$ cat src/rtl/gfx256_pixel_writer.sv
// -----------------------------------------------------------------------------
// gfx256_pixel_writer
//
// Final pixel stage of the gfx256 pipeline. Takes one finished pixel from the
// alpha blender, clips it against the target surface, optionally depth-tests
// it against a 16-bit z-buffer, and writes it as a byte-masked 256-bit line
// write through the wishbone master writer. The blender gets a one-cycle ack
// once the pixel has been written or discarded.
//
// Ports
//   clk_i, rst_ni              clock, asynchronous active-low reset
//   target_base_i, zbuf_base_i color / z surface bases (32-byte line address)
//   target_size_x_i/_y_i       surface width / height in pixels
//   color_depth_i              00=8bpp, 01=16bpp, 1x=32bpp
//   zbuffer_enable_i           enables the depth test
//   pixel_*_i, write_i         pixel from the blender, valid on write_i
//   ack_o                      one-cycle done pulse to the blender
//   zbuf_*                     z-buffer line read port (request/ack)
//   wbm_*                      line write port (request/ack, busy)
// -----------------------------------------------------------------------------
module gfx256_pixel_writer #(
    parameter int POINT_WIDTH = 16
) (
    input  logic                   clk_i,
    input  logic                   rst_ni,
    input  logic [26:0]            target_base_i,
    input  logic [26:0]            zbuf_base_i,
    input  logic [POINT_WIDTH-1:0] target_size_x_i,
    input  logic [POINT_WIDTH-1:0] target_size_y_i,
    input  logic [1:0]             color_depth_i,
    input  logic                   zbuffer_enable_i,
    input  logic [POINT_WIDTH-1:0] pixel_x_i,
    input  logic [POINT_WIDTH-1:0] pixel_y_i,
    input  logic [POINT_WIDTH-1:0] pixel_z_i,
    input  logic [31:0]            pixel_color_i,
    input  logic                   write_i,
    output logic                   ack_o,
    output logic [26:0]            zbuf_addr_o,
    output logic                   zbuf_request_o,
    input  logic                   zbuf_ack_i,
    input  logic [255:0]           zbuf_data_i,
    output logic [26:0]            wbm_addr_o,
    output logic [255:0]           wbm_data_o,
    output logic [31:0]            wbm_sel_o,
    output logic                   wbm_request_o,
    input  logic                   wbm_ack_i,
    input  logic                   wbm_busy_i
);

    typedef enum logic [2:0] {
        ST_IDLE = 3'd0,
        ST_CALC = 3'd1,
        ST_ZRD  = 3'd2,
        ST_ZWR  = 3'd3,
        ST_CWR  = 3'd4,
        ST_ACK  = 3'd5
    } state_e;

    // ---------------------------------------------------------------- helpers

    // Byte offset of a pixel index for the given color depth (wraps at 32 bits).
    function automatic logic [31:0] color_offset(input logic [31:0] idx,
                                                 input logic [1:0]  depth);
        logic [31:0] off;
        case (depth)
            2'b00:   off = idx;
            2'b01:   off = {idx[30:0], 1'b0};
            default: off = {idx[29:0], 2'b00};
        endcase
        return off;
    endfunction

    // Color bytes placed at their byte lane within the 256-bit line.
    function automatic logic [255:0] color_line(input logic [31:0] color,
                                                input logic [1:0]  depth,
                                                input logic [4:0]  lane);
        logic [255:0] raw;
        case (depth)
            2'b00:   raw = {248'd0, color[7:0]};
            2'b01:   raw = {240'd0, color[15:0]};
            default: raw = {224'd0, color};
        endcase
        return raw << {lane, 3'b000};
    endfunction

    // Byte enables for a color write at the given lane.
    function automatic logic [31:0] color_sel(input logic [1:0] depth,
                                              input logic [4:0] lane);
        logic [31:0] raw;
        case (depth)
            2'b00:   raw = 32'h0000_0001;
            2'b01:   raw = 32'h0000_0003;
            default: raw = 32'h0000_000F;
        endcase
        return raw << lane;
    endfunction

    // 16-bit depth value placed at its half-word lane.
    function automatic logic [255:0] z_line(input logic [15:0] z,
                                            input logic [3:0]  zlane);
        return {240'd0, z} << {zlane, 4'b0000};
    endfunction

    // Byte enables for a z write at the given half-word lane.
    function automatic logic [31:0] z_sel(input logic [3:0] zlane);
        return 32'h0000_0003 << {zlane, 1'b0};
    endfunction

    // ---------------------------------------------------------------- state
    state_e                  state_q, state_d;
    logic [POINT_WIDTH-1:0]  x_q, x_d, y_q, y_d, z_q, z_d;
    logic [POINT_WIDTH-1:0]  size_x_q, size_x_d, size_y_q, size_y_d;
    logic [31:0]             color_q, color_d;
    logic [26:0]             tbase_q, tbase_d, zbase_q, zbase_d;
    logic [1:0]              depth_q, depth_d;
    logic                    zen_q, zen_d;
    logic [26:0]             caddr_q, caddr_d, zline_q, zline_d;
    logic [4:0]              clane_q, clane_d;
    logic [3:0]              zlane_q, zlane_d;
    logic                    ack_q, ack_d;
    logic                    zreq_q, zreq_d;
    logic [26:0]             zaddr_q, zaddr_d;
    logic                    wreq_q, wreq_d;
    logic [26:0]             waddr_q, waddr_d;
    logic [255:0]            wdata_q, wdata_d;
    logic [31:0]             wsel_q, wsel_d;

    // ---------------------------------------------------------------- address math
    logic [31:0] idx_s, coff_s, zoff_s;
    logic [26:0] caddr_s, zline_s;
    logic [4:0]  clane_s;
    logic [3:0]  zlane_s;
    logic        clip_s;
    logic [15:0] stored_z_s;
    logic        z_pass_s;

    assign idx_s      = 32'(y_q) * 32'(size_x_q) + 32'(x_q);
    assign coff_s     = color_offset(idx_s, depth_q);
    assign zoff_s     = {idx_s[30:0], 1'b0};
    assign caddr_s    = tbase_q + coff_s[31:5];
    assign clane_s    = coff_s[4:0];
    assign zline_s    = zbase_q + zoff_s[31:5];
    assign zlane_s    = zoff_s[4:1];
    assign clip_s     = (x_q >= size_x_q) || (y_q >= size_y_q);
    assign stored_z_s = zbuf_data_i[{zlane_q, 4'b0000} +: 16];
    // Strictly nearer pixels win; equal depth keeps the stored pixel.
    assign z_pass_s   = $signed(16'(z_q)) > $signed(stored_z_s);

    // Next-state, capture and request/output logic for the pixel FSM.
    always_comb begin
        state_d  = state_q;
        x_d      = x_q;
        y_d      = y_q;
        z_d      = z_q;
        size_x_d = size_x_q;
        size_y_d = size_y_q;
        color_d  = color_q;
        tbase_d  = tbase_q;
        zbase_d  = zbase_q;
        depth_d  = depth_q;
        zen_d    = zen_q;
        caddr_d  = caddr_q;
        clane_d  = clane_q;
        zline_d  = zline_q;
        zlane_d  = zlane_q;
        ack_d    = 1'b0;
        zreq_d   = zreq_q;
        zaddr_d  = zaddr_q;
        wreq_d   = wreq_q;
        waddr_d  = waddr_q;
        wdata_d  = wdata_q;
        wsel_d   = wsel_q;

        case (state_q)
            ST_IDLE: begin
                if (write_i) begin
                    x_d      = pixel_x_i;
                    y_d      = pixel_y_i;
                    z_d      = pixel_z_i;
                    color_d  = pixel_color_i;
                    size_x_d = target_size_x_i;
                    size_y_d = target_size_y_i;
                    tbase_d  = target_base_i;
                    zbase_d  = zbuf_base_i;
                    depth_d  = color_depth_i;
                    zen_d    = zbuffer_enable_i;
                    state_d  = ST_CALC;
                end else begin
                    state_d = ST_IDLE;
                end
            end

            ST_CALC: begin
                caddr_d = caddr_s;
                clane_d = clane_s;
                zline_d = zline_s;
                zlane_d = zlane_s;
                // The first request is raised straight out of CALC so that it
                // is visible in the cycle the request state is entered.
                if (clip_s) begin
                    ack_d   = 1'b1;
                    state_d = ST_ACK;
                end else if (zen_q) begin
                    state_d = ST_ZRD;
                    if (!wbm_busy_i) begin
                        zreq_d  = 1'b1;
                        zaddr_d = zline_s;
                    end else begin
                        zreq_d  = 1'b0;
                    end
                end else begin
                    state_d = ST_CWR;
                    if (!wbm_busy_i) begin
                        wreq_d  = 1'b1;
                        waddr_d = caddr_s;
                        wdata_d = color_line(color_q, depth_q, clane_s);
                        wsel_d  = color_sel(depth_q, clane_s);
                    end else begin
                        wreq_d  = 1'b0;
                    end
                end
            end

            ST_ZRD: begin
                if (zreq_q) begin
                    if (zbuf_ack_i) begin
                        zreq_d = 1'b0;
                        if (z_pass_s) begin
                            state_d = ST_ZWR;
                        end else begin
                            ack_d   = 1'b1;
                            state_d = ST_ACK;
                        end
                    end else begin
                        zreq_d = 1'b1;
                    end
                end else if (!wbm_busy_i) begin
                    zreq_d  = 1'b1;
                    zaddr_d = zline_q;
                end else begin
                    zreq_d = 1'b0;
                end
            end

            ST_ZWR: begin
                if (wreq_q) begin
                    if (wbm_ack_i) begin
                        wreq_d  = 1'b0;
                        state_d = ST_CWR;
                    end else begin
                        wreq_d = 1'b1;
                    end
                end else if (!wbm_busy_i) begin
                    wreq_d  = 1'b1;
                    waddr_d = zline_q;
                    wdata_d = z_line(16'(z_q), zlane_q);
                    wsel_d  = z_sel(zlane_q);
                end else begin
                    wreq_d = 1'b0;
                end
            end

            ST_CWR: begin
                if (wreq_q) begin
                    if (wbm_ack_i) begin
                        wreq_d  = 1'b0;
                        ack_d   = 1'b1;
                        state_d = ST_ACK;
                    end else begin
                        wreq_d = 1'b1;
                    end
                end else if (!wbm_busy_i) begin
                    wreq_d  = 1'b1;
                    waddr_d = caddr_q;
                    wdata_d = color_line(color_q, depth_q, clane_q);
                    wsel_d  = color_sel(depth_q, clane_q);
                end else begin
                    wreq_d = 1'b0;
                end
            end

            ST_ACK: begin
                state_d = ST_IDLE;
            end

            default: begin
                state_d = ST_IDLE;
                zreq_d  = 1'b0;
                wreq_d  = 1'b0;
            end
        endcase
    end

    // State, captured pixel and registered outputs.
    always_ff @(posedge clk_i or negedge rst_ni) begin
        if (!rst_ni) begin
            state_q  <= ST_IDLE;
            x_q      <= '0;
            y_q      <= '0;
            z_q      <= '0;
            size_x_q <= '0;
            size_y_q <= '0;
            color_q  <= 32'd0;
            tbase_q  <= 27'd0;
            zbase_q  <= 27'd0;
            depth_q  <= 2'd0;
            zen_q    <= 1'b0;
            caddr_q  <= 27'd0;
            clane_q  <= 5'd0;
            zline_q  <= 27'd0;
            zlane_q  <= 4'd0;
            ack_q    <= 1'b0;
            zreq_q   <= 1'b0;
            zaddr_q  <= 27'd0;
            wreq_q   <= 1'b0;
            waddr_q  <= 27'd0;
            wdata_q  <= 256'd0;
            wsel_q   <= 32'd0;
        end else begin
            state_q  <= state_d;
            x_q      <= x_d;
            y_q      <= y_d;
            z_q      <= z_d;
            size_x_q <= size_x_d;
            size_y_q <= size_y_d;
            color_q  <= color_d;
            tbase_q  <= tbase_d;
            zbase_q  <= zbase_d;
            depth_q  <= depth_d;
            zen_q    <= zen_d;
            caddr_q  <= caddr_d;
            clane_q  <= clane_d;
            zline_q  <= zline_d;
            zlane_q  <= zlane_d;
            ack_q    <= ack_d;
            zreq_q   <= zreq_d;
            zaddr_q  <= zaddr_d;
            wreq_q   <= wreq_d;
            waddr_q  <= waddr_d;
            wdata_q  <= wdata_d;
            wsel_q   <= wsel_d;
        end
    end

    assign ack_o          = ack_q;
    assign zbuf_request_o = zreq_q;
    assign zbuf_addr_o    = zaddr_q;
    assign wbm_request_o  = wreq_q;
    assign wbm_addr_o     = waddr_q;
    assign wbm_data_o     = wdata_q;
    assign wbm_sel_o      = wsel_q;

endmodule
$ cat config.mk
export PLATFORM = sky130hd
export DESIGN_NAME = gfx256_pixel_writer
export DESIGN_NICKNAME = d
export VERILOG_FILES = /design/src/rtl/gfx256_pixel_writer.sv
export SDC_FILE = /design/constraint.sdc
export NUM_CORES = 2
export LEC_CHECK = 0
export ABC_CLOCK_PERIOD_IN_PS = 8500
export BUFFER_PORTS_ARGS = -buffer_cell sky130_fd_sc_hd__buf_4
export CAP_MARGIN = 20
export CORE_AREA = 5 5 297 299
export CTS_BUF_LIST = sky130_fd_sc_hd__clkbuf_16
export DETAILED_ROUTE_END_ITERATION = 8
export DIE_AREA = 0 0 302 304
export GPL_TIMING_DRIVEN = 0
export PLACE_DENSITY_LB_ADDON = 0.08
export SYNTH_ARGS = -nofsm -noshare
export SYNTH_HDL_FRONTEND = slang
export SYNTH_SLANG_ARGS = --single-unit
export TNS_END_PERCENT = 10
$ cat constraint.sdc
create_clock -name clk_i -period 8.5 [get_ports clk_i]
set_clock_uncertainty 0.15 [all_clocks]
set_input_delay 0.425 -clock clk_i [delete_from_list [all_inputs] [get_ports clk_i]]
set_output_delay 0.425 -clock clk_i [all_outputs]
set_load 0.05 [all_outputs]
* Word-level counts from Yosys, hierarchy flattened
Cells that the tools add are included.
Storage, ports and cells: register bits 580, latch bits 0, RAM bits 0, memory bits (read-only) 0, output and inout port bits 345, logic and storage cells 147, memories 0
Cells by class: $add $sub $neg 3, multiply operators 1, divide/modulo/power cells 0, $lt $le $gt $ge 3, equality and inequality tests 22, shift-type cells 7, muxes and demuxes 73, bitwise gates (word level) 2, reductions and logical operators 14
Operators with widths (count):
- $mux 256 | 13
- $pmux 256 s3 | 1
- $shl 256x8->256 | 2
- $mux 32 | 13
- $mux 27 | 11
- $shiftx 256x9->16 | 1
- $shl 16x8->256 | 1
- $pmux 32 s2 | 2
- $pmux 32 s3 | 1
- $pmux 27 s3 | 1
- $shl 32x5->32 | 2
- $add 27x27->27 | 2
- $pmux 27 s2 | 1
- $add 32x16->32 | 1
- $ge 16x16->1 | 2
- $mul 16x16->32 | 1
- $ne 2x2->1 const B | 16
- $shl 2x5->32 const A | 1
- $mux 3 | 9
- $gt 16x16->1 | 1
- $mux 1 | 16
- $pmux 3 s5 | 1
- $reduce_and 6->1 | 2
- $pmux 1 s3 | 3
- other kinds (17) | 21

* Longest topological paths before layout
depth in word-level cells 11, depth in mapped cells 35

* Worst setup path after synthesis
OpenSTA, ideal clock, no wires.
kind reg2reg, start reg size_x_q[3], end reg zaddr_q[25] (netlist: zbuf_addr_o[25]), setup time 69 ps, arrival time 7805 ps, required time 8281 ps, path slack 476 ps, stages on the path, launching flop included 31, path buffers 3, clock period less this slack 8024 ps, cells stage by stage dfrtp_1 -> clkbuf_1 -> clkbuf_1 -> nand2_1 -> fa_1 -> fa_1 -> fa_1 -> inv_1 -> fa_1 -> fa_1 -> inv_1 -> fa_1 -> inv_1 -> ha_1 -> a21oi_1 -> o21ai_0 -> a221oi_1 -> nand2_1 -> a21o_1 -> a21oi_1 -> xnor2_1 -> ha_1 -> buf_2 -> and4_1 -> a221o_1 -> a31oi_2 -> a31oi_1 -> a31oi_2 -> o21ai_1 -> or4b_1 -> nand3_1
Between the ends: word-level cells in the longest chain between the ends 7, elaborated cells on any way between the ends 11, classes of those cells 2 x add/sub; 1 x mul; 1 x order compare; 1 x eq/ne; 4 x mux; 2 x reduce/logical
Ends and longest elaborated chain:
- start: declaration | RTL line 112 | logic [POINT_WIDTH-1:0] size_x_q, size_x_d, size_y_q, size_y_d;
- start signal: assignment | RTL line 324 | size_x_q <= size_x_d;
- $mul 16x16->32 | RTL line 137 | assign idx_s = 32'(y_q) * 32'(size_x_q) + 32'(x_q);
- $add 32x16->32 | RTL line 137
- $add 27x27->27 | RTL line 142 | assign zline_s = zbase_q + zoff_s[31:5];
- $mux 27 | RTL line 205 | if (!wbm_busy_i) begin
- $mux 27 | RTL line 203 | end else if (zen_q) begin
- $mux 27 | RTL line 200 | if (clip_s) begin
- $pmux 27 s2 | RTL line 174 | case (state_q)
- end signal: assignment | RTL line 337 | zaddr_q <= zaddr_d;
- end: declaration | RTL line 122 | logic [26:0] zaddr_q, zaddr_d;
Several ways; a longest one is shown, not always the timed one. The select of a mux whose other input is x is not followed. A chain may end at the register's enable or synchronous reset.

* Final worst setup path
start reg y_q[7], end reg zaddr_q[24] (netlist: zbuf_addr_o[24])
Between the ends: word-level cells in the longest chain between the ends 7, elaborated cells on any way between the ends 11, classes of those cells 2 x add/sub; 1 x mul; 1 x order compare; 1 x eq/ne; 4 x mux; 2 x reduce/logical
Ends and longest elaborated chain:
- start: declaration | RTL line 111 | logic [POINT_WIDTH-1:0] x_q, x_d, y_q, y_d, z_q, z_d;
- start signal: assignment | RTL line 322 | y_q <= y_d;
- $mul 16x16->32 | RTL line 137
- $add 32x16->32 | RTL line 137
- $add 27x27->27 | RTL line 142
- $mux 27 | RTL line 205
- $mux 27 | RTL line 203
- $mux 27 | RTL line 200
- $pmux 27 s2 | RTL line 174
Several ways; a longest one is shown, not always the timed one. The select of a mux whose other input is x is not followed.

==> reports/metrics.cfg <==
[clock_network]
cts.sinks=580
root_buffer=clkbuf_16
clockBufferDepth=3
cts_made_buffers=67
insertion_delay_ns=0.65
clkTransAtPathRegs_ns=0.06
cts_tree=done
htreeDepth=3

[min_path]
min_to=color_q[21]$_DFFE_PN0P_
hp-class=primary input to flip-flop
hold_start=pixel_color_i[21]
hold-path-cell-count=2

[detailed_routing]
viasPerCell=6.12
wire_per_inst_microns=30.3
route.vias.total=41200
drtAntennaViolNets=0
wl_microns=204000
drc=0
drt_iter0_drc=4557
first_pass_iters=7

[sta]
tightest_slew_ns=1.28
grt_setup_unrepaired=true
fmax_mhz=119
fin_ws_ns=0.123
setup_viol=0
hold_violations=0
timing.final.crit_share_pct=98.5
slew_headroom_pct=14.7
drv_slew=0
min_period_ns=8.38

[yosys]
ys.warnings.count=0
syn_inst=4458
seq_area_frac_synth_pct=35.1
syn-num-nets=5310
netlist-cell-type-count=95
synthFlopType=dfrtp_1
yosys_register_bits=580
avgSynthCellArea_sq_um=9.28
synth-edff-count=0
async_flop_share_pct=100
syn_area_sq_um=41400

[flow_run]
max-cap-violations=0

[cells_and_area]
n_fill_cell=7419
stdcell_count=6731
utilization_pct=63.4
final_nets=6379
layout_common_cells=830 x buf_4, 553 x dfrtp_1, 536 x nor2_1
final_common_cell=buf_4
syn2layout_area_growth_pct=30.1
multi_input_area_sq_um=24800
seq_area_sq_um=14500
drive_above_1_share_pct=25.3

[setup_path]
startpoint_type=flip-flop
path_max_fanout=10
reg2reg_depth=30
critPathTopFamily=adder cells
reg2reg_slack_ns=0.12
reg2reg_to=zbuf_addr_o[24]$_DFFE_PN0P_
cp.arrival_ns=8.78
crit_path_end_kind=flip-flop
timing.rr.start=y_q[7]$_DFFE_PN0P_
crit_type=flip-flop to flip-flop
critPathMaxStageDelay_ns=0.55
crit_path_top_delay_cell=fa_1
cp_common_cell=fa_1
required_ns=8.91
cp.buffers_inverters=5

[floorplan]
initial_core_util_pct=48.7
coreArea_sq_um=84900
rows=107
die_area_sq_um=91800
io_pins=776
die_x_microns=302
fp.dieH_microns=304

[placed_design]
pre_cts_ws_ns=-0.883
placedCellCount=6389
portBuffers=775
place.gp.congestion=1.06
hpwl_microns=165000

[status]
outcome=finished, final reports clean

[global_route]
grtUsageTotal_pct=43.0
grt-ovfl-total=0
grt_pass1_vias=40000
grt_max_degree=122
antenna_found_initial=20
grt_pass1_wl_microns=286000

## metal layers
metal,track usage (%),up-vias,part of all wire (%)
li1,-,17500,-
met1,54.8,20400,37
met2,64.7,2671,44
met3,13.4,640,12
met4,24.9,10,7.9
met5,0,-,0.031
## flip-flops by register name, summed over array words and instances (netlist names), 27 cells and up
register and flops:
zline_q 27, tbase_q 27, wbm_addr_o 27, wbm_data_o 256, color_q 32, zbuf_addr_o 27
wbm_sel_o 32, caddr_q 27, zbase_q 27
## synth_stat cells, types with 10 or more instances
master | instances | share of area, %
a21oi_1 | 534 | 6.5
ha_1 | 209 | 6.3
a22o_1 | 15 | 0.32
nand2b_1 | 10 | 0.15
nand3_1 | 32 | 0.39
a22oi_1 | 182 | 3.3
o21a_1 | 20 | 0.36
fa_1 | 212 | 10
and4_1 | 11 | 0.23
nor3_1 | 14 | 0.17
a2bb2oi_1 | 35 | 0.74
and2_1 | 119 | 1.8
dfrtp_1 | 580 | 35
o211ai_1 | 15 | 0.27
mux2i_1 | 28 | 0.68
xor2_1 | 34 | 0.72
or3_1 | 11 | 0.17
nor2b_1 | 16 | 0.24
a31oi_1 | 25 | 0.38
a221oi_1 | 20 | 0.42
xnor2_1 | 42 | 0.89
o31ai_1 | 14 | 0.25
a21oi_2 | 14 | 0.30
o21ai_1 | 13 | 0.16
nand2_1 | 451 | 4.1
and3_1 | 17 | 0.26
buf_2 | 52 | 0.63
inv_1 | 349 | 3.2
a32oi_1 | 11 | 0.23
mux4_2 | 80 | 4.4
a211oi_1 | 11 | 0.20
buf_1 | 23 | 0.21
a21o_1 | 29 | 0.53
o21ai_0 | 174 | 2.1
nor2_1 | 537 | 4.9
clkbuf_1 | 227 | 2.1
nand4_1 | 16 | 0.24
mux2_2 | 127 | 3.5
o22ai_1 | 19 | 0.29
## cells by family (layout without fill, tap and decap cells)
family / count (synthesis) / after routing / share of synthesized area [%]
AND/OR/NAND/NOR: 1274 / 1274 / 13.5
AO/OA/AOI/OAI: 1206 / 1206 / 18.2
buffers and inverters: 662 / 1778 / 6.32
flip-flops: 580 / 580 / 35.1
adder cells (fa/ha/maj): 421 / 421 / 16.6
multiplexers: 238 / 238 / 8.64
XOR/XNOR: 77 / 77 / 1.65
other: 0 / 13 / 0
## timing repair
item,4_1_cts,5_1_grt
gates resized for setup,124,88
endpoints found under the hold margin,221,0
hold buffers,170,0
setup buffers,20,29
pin swaps,9,30
setup endpoints to repair,59,47
cloned,0,0
## worst max path at each step
stage	start	endpoint	slack, ns	cells after the start
floorplan	size_x_q[3]$_DFFE_PN0P_	zbuf_addr_o[25]$_DFFE_PN0P_	0.48	30
global placement	size_x_q[3]$_DFFE_PN0P_	zbuf_addr_o[24]$_DFFE_PN0P_	-0.81	30
detailed placement	y_q[6]$_DFFE_PN0P_	zbuf_addr_o[24]$_DFFE_PN0P_	-0.88	29
CTS	y_q[6]$_DFFE_PN0P_	wbm_addr_o[16]$_DFFE_PN0P_	-0.06	30
global route	y_q[9]$_DFFE_PN0P_	zbuf_addr_o[24]$_DFFE_PN0P_	-0.11	31
finish	y_q[7]$_DFFE_PN0P_	zbuf_addr_o[24]$_DFFE_PN0P_	0.12	30
## per-stage QoR
| step | TNS, ns | instance area [sq um] | hold slack [ns] |
|---|---|---|---|
| finish | 0 | 53800 | 0.0317 |
| global route | -0.551 | 53800 | 0.0216 |
| CTS | -0.0626 | 53200 | 0.00164 |
| detailed placement | -24.66 | 48800 | 0.223 |
| global placement | -21.48 | 48600 | 0.305 |
| floorplan | 0 | 41400 | -0.0206 |
## cell type report
cell class / instances / area share (%)
clock buffers: 68 / 3.16
plain buffers: 305 / 2.63
repair buffers: 1007 / 15.2
clock inverters: 48 / 0.700
diodes: 13 / 0.0605
well taps: 1144 / 2.66
multi-input cells: 3216 / 46.2
inverters: 350 / 2.44
flip-flops and latches: 580 / 27.0
Power is left out: the tool's default activity adds up to more than one toggle a clock period on the data nets, which glitch-free logic cannot reach.
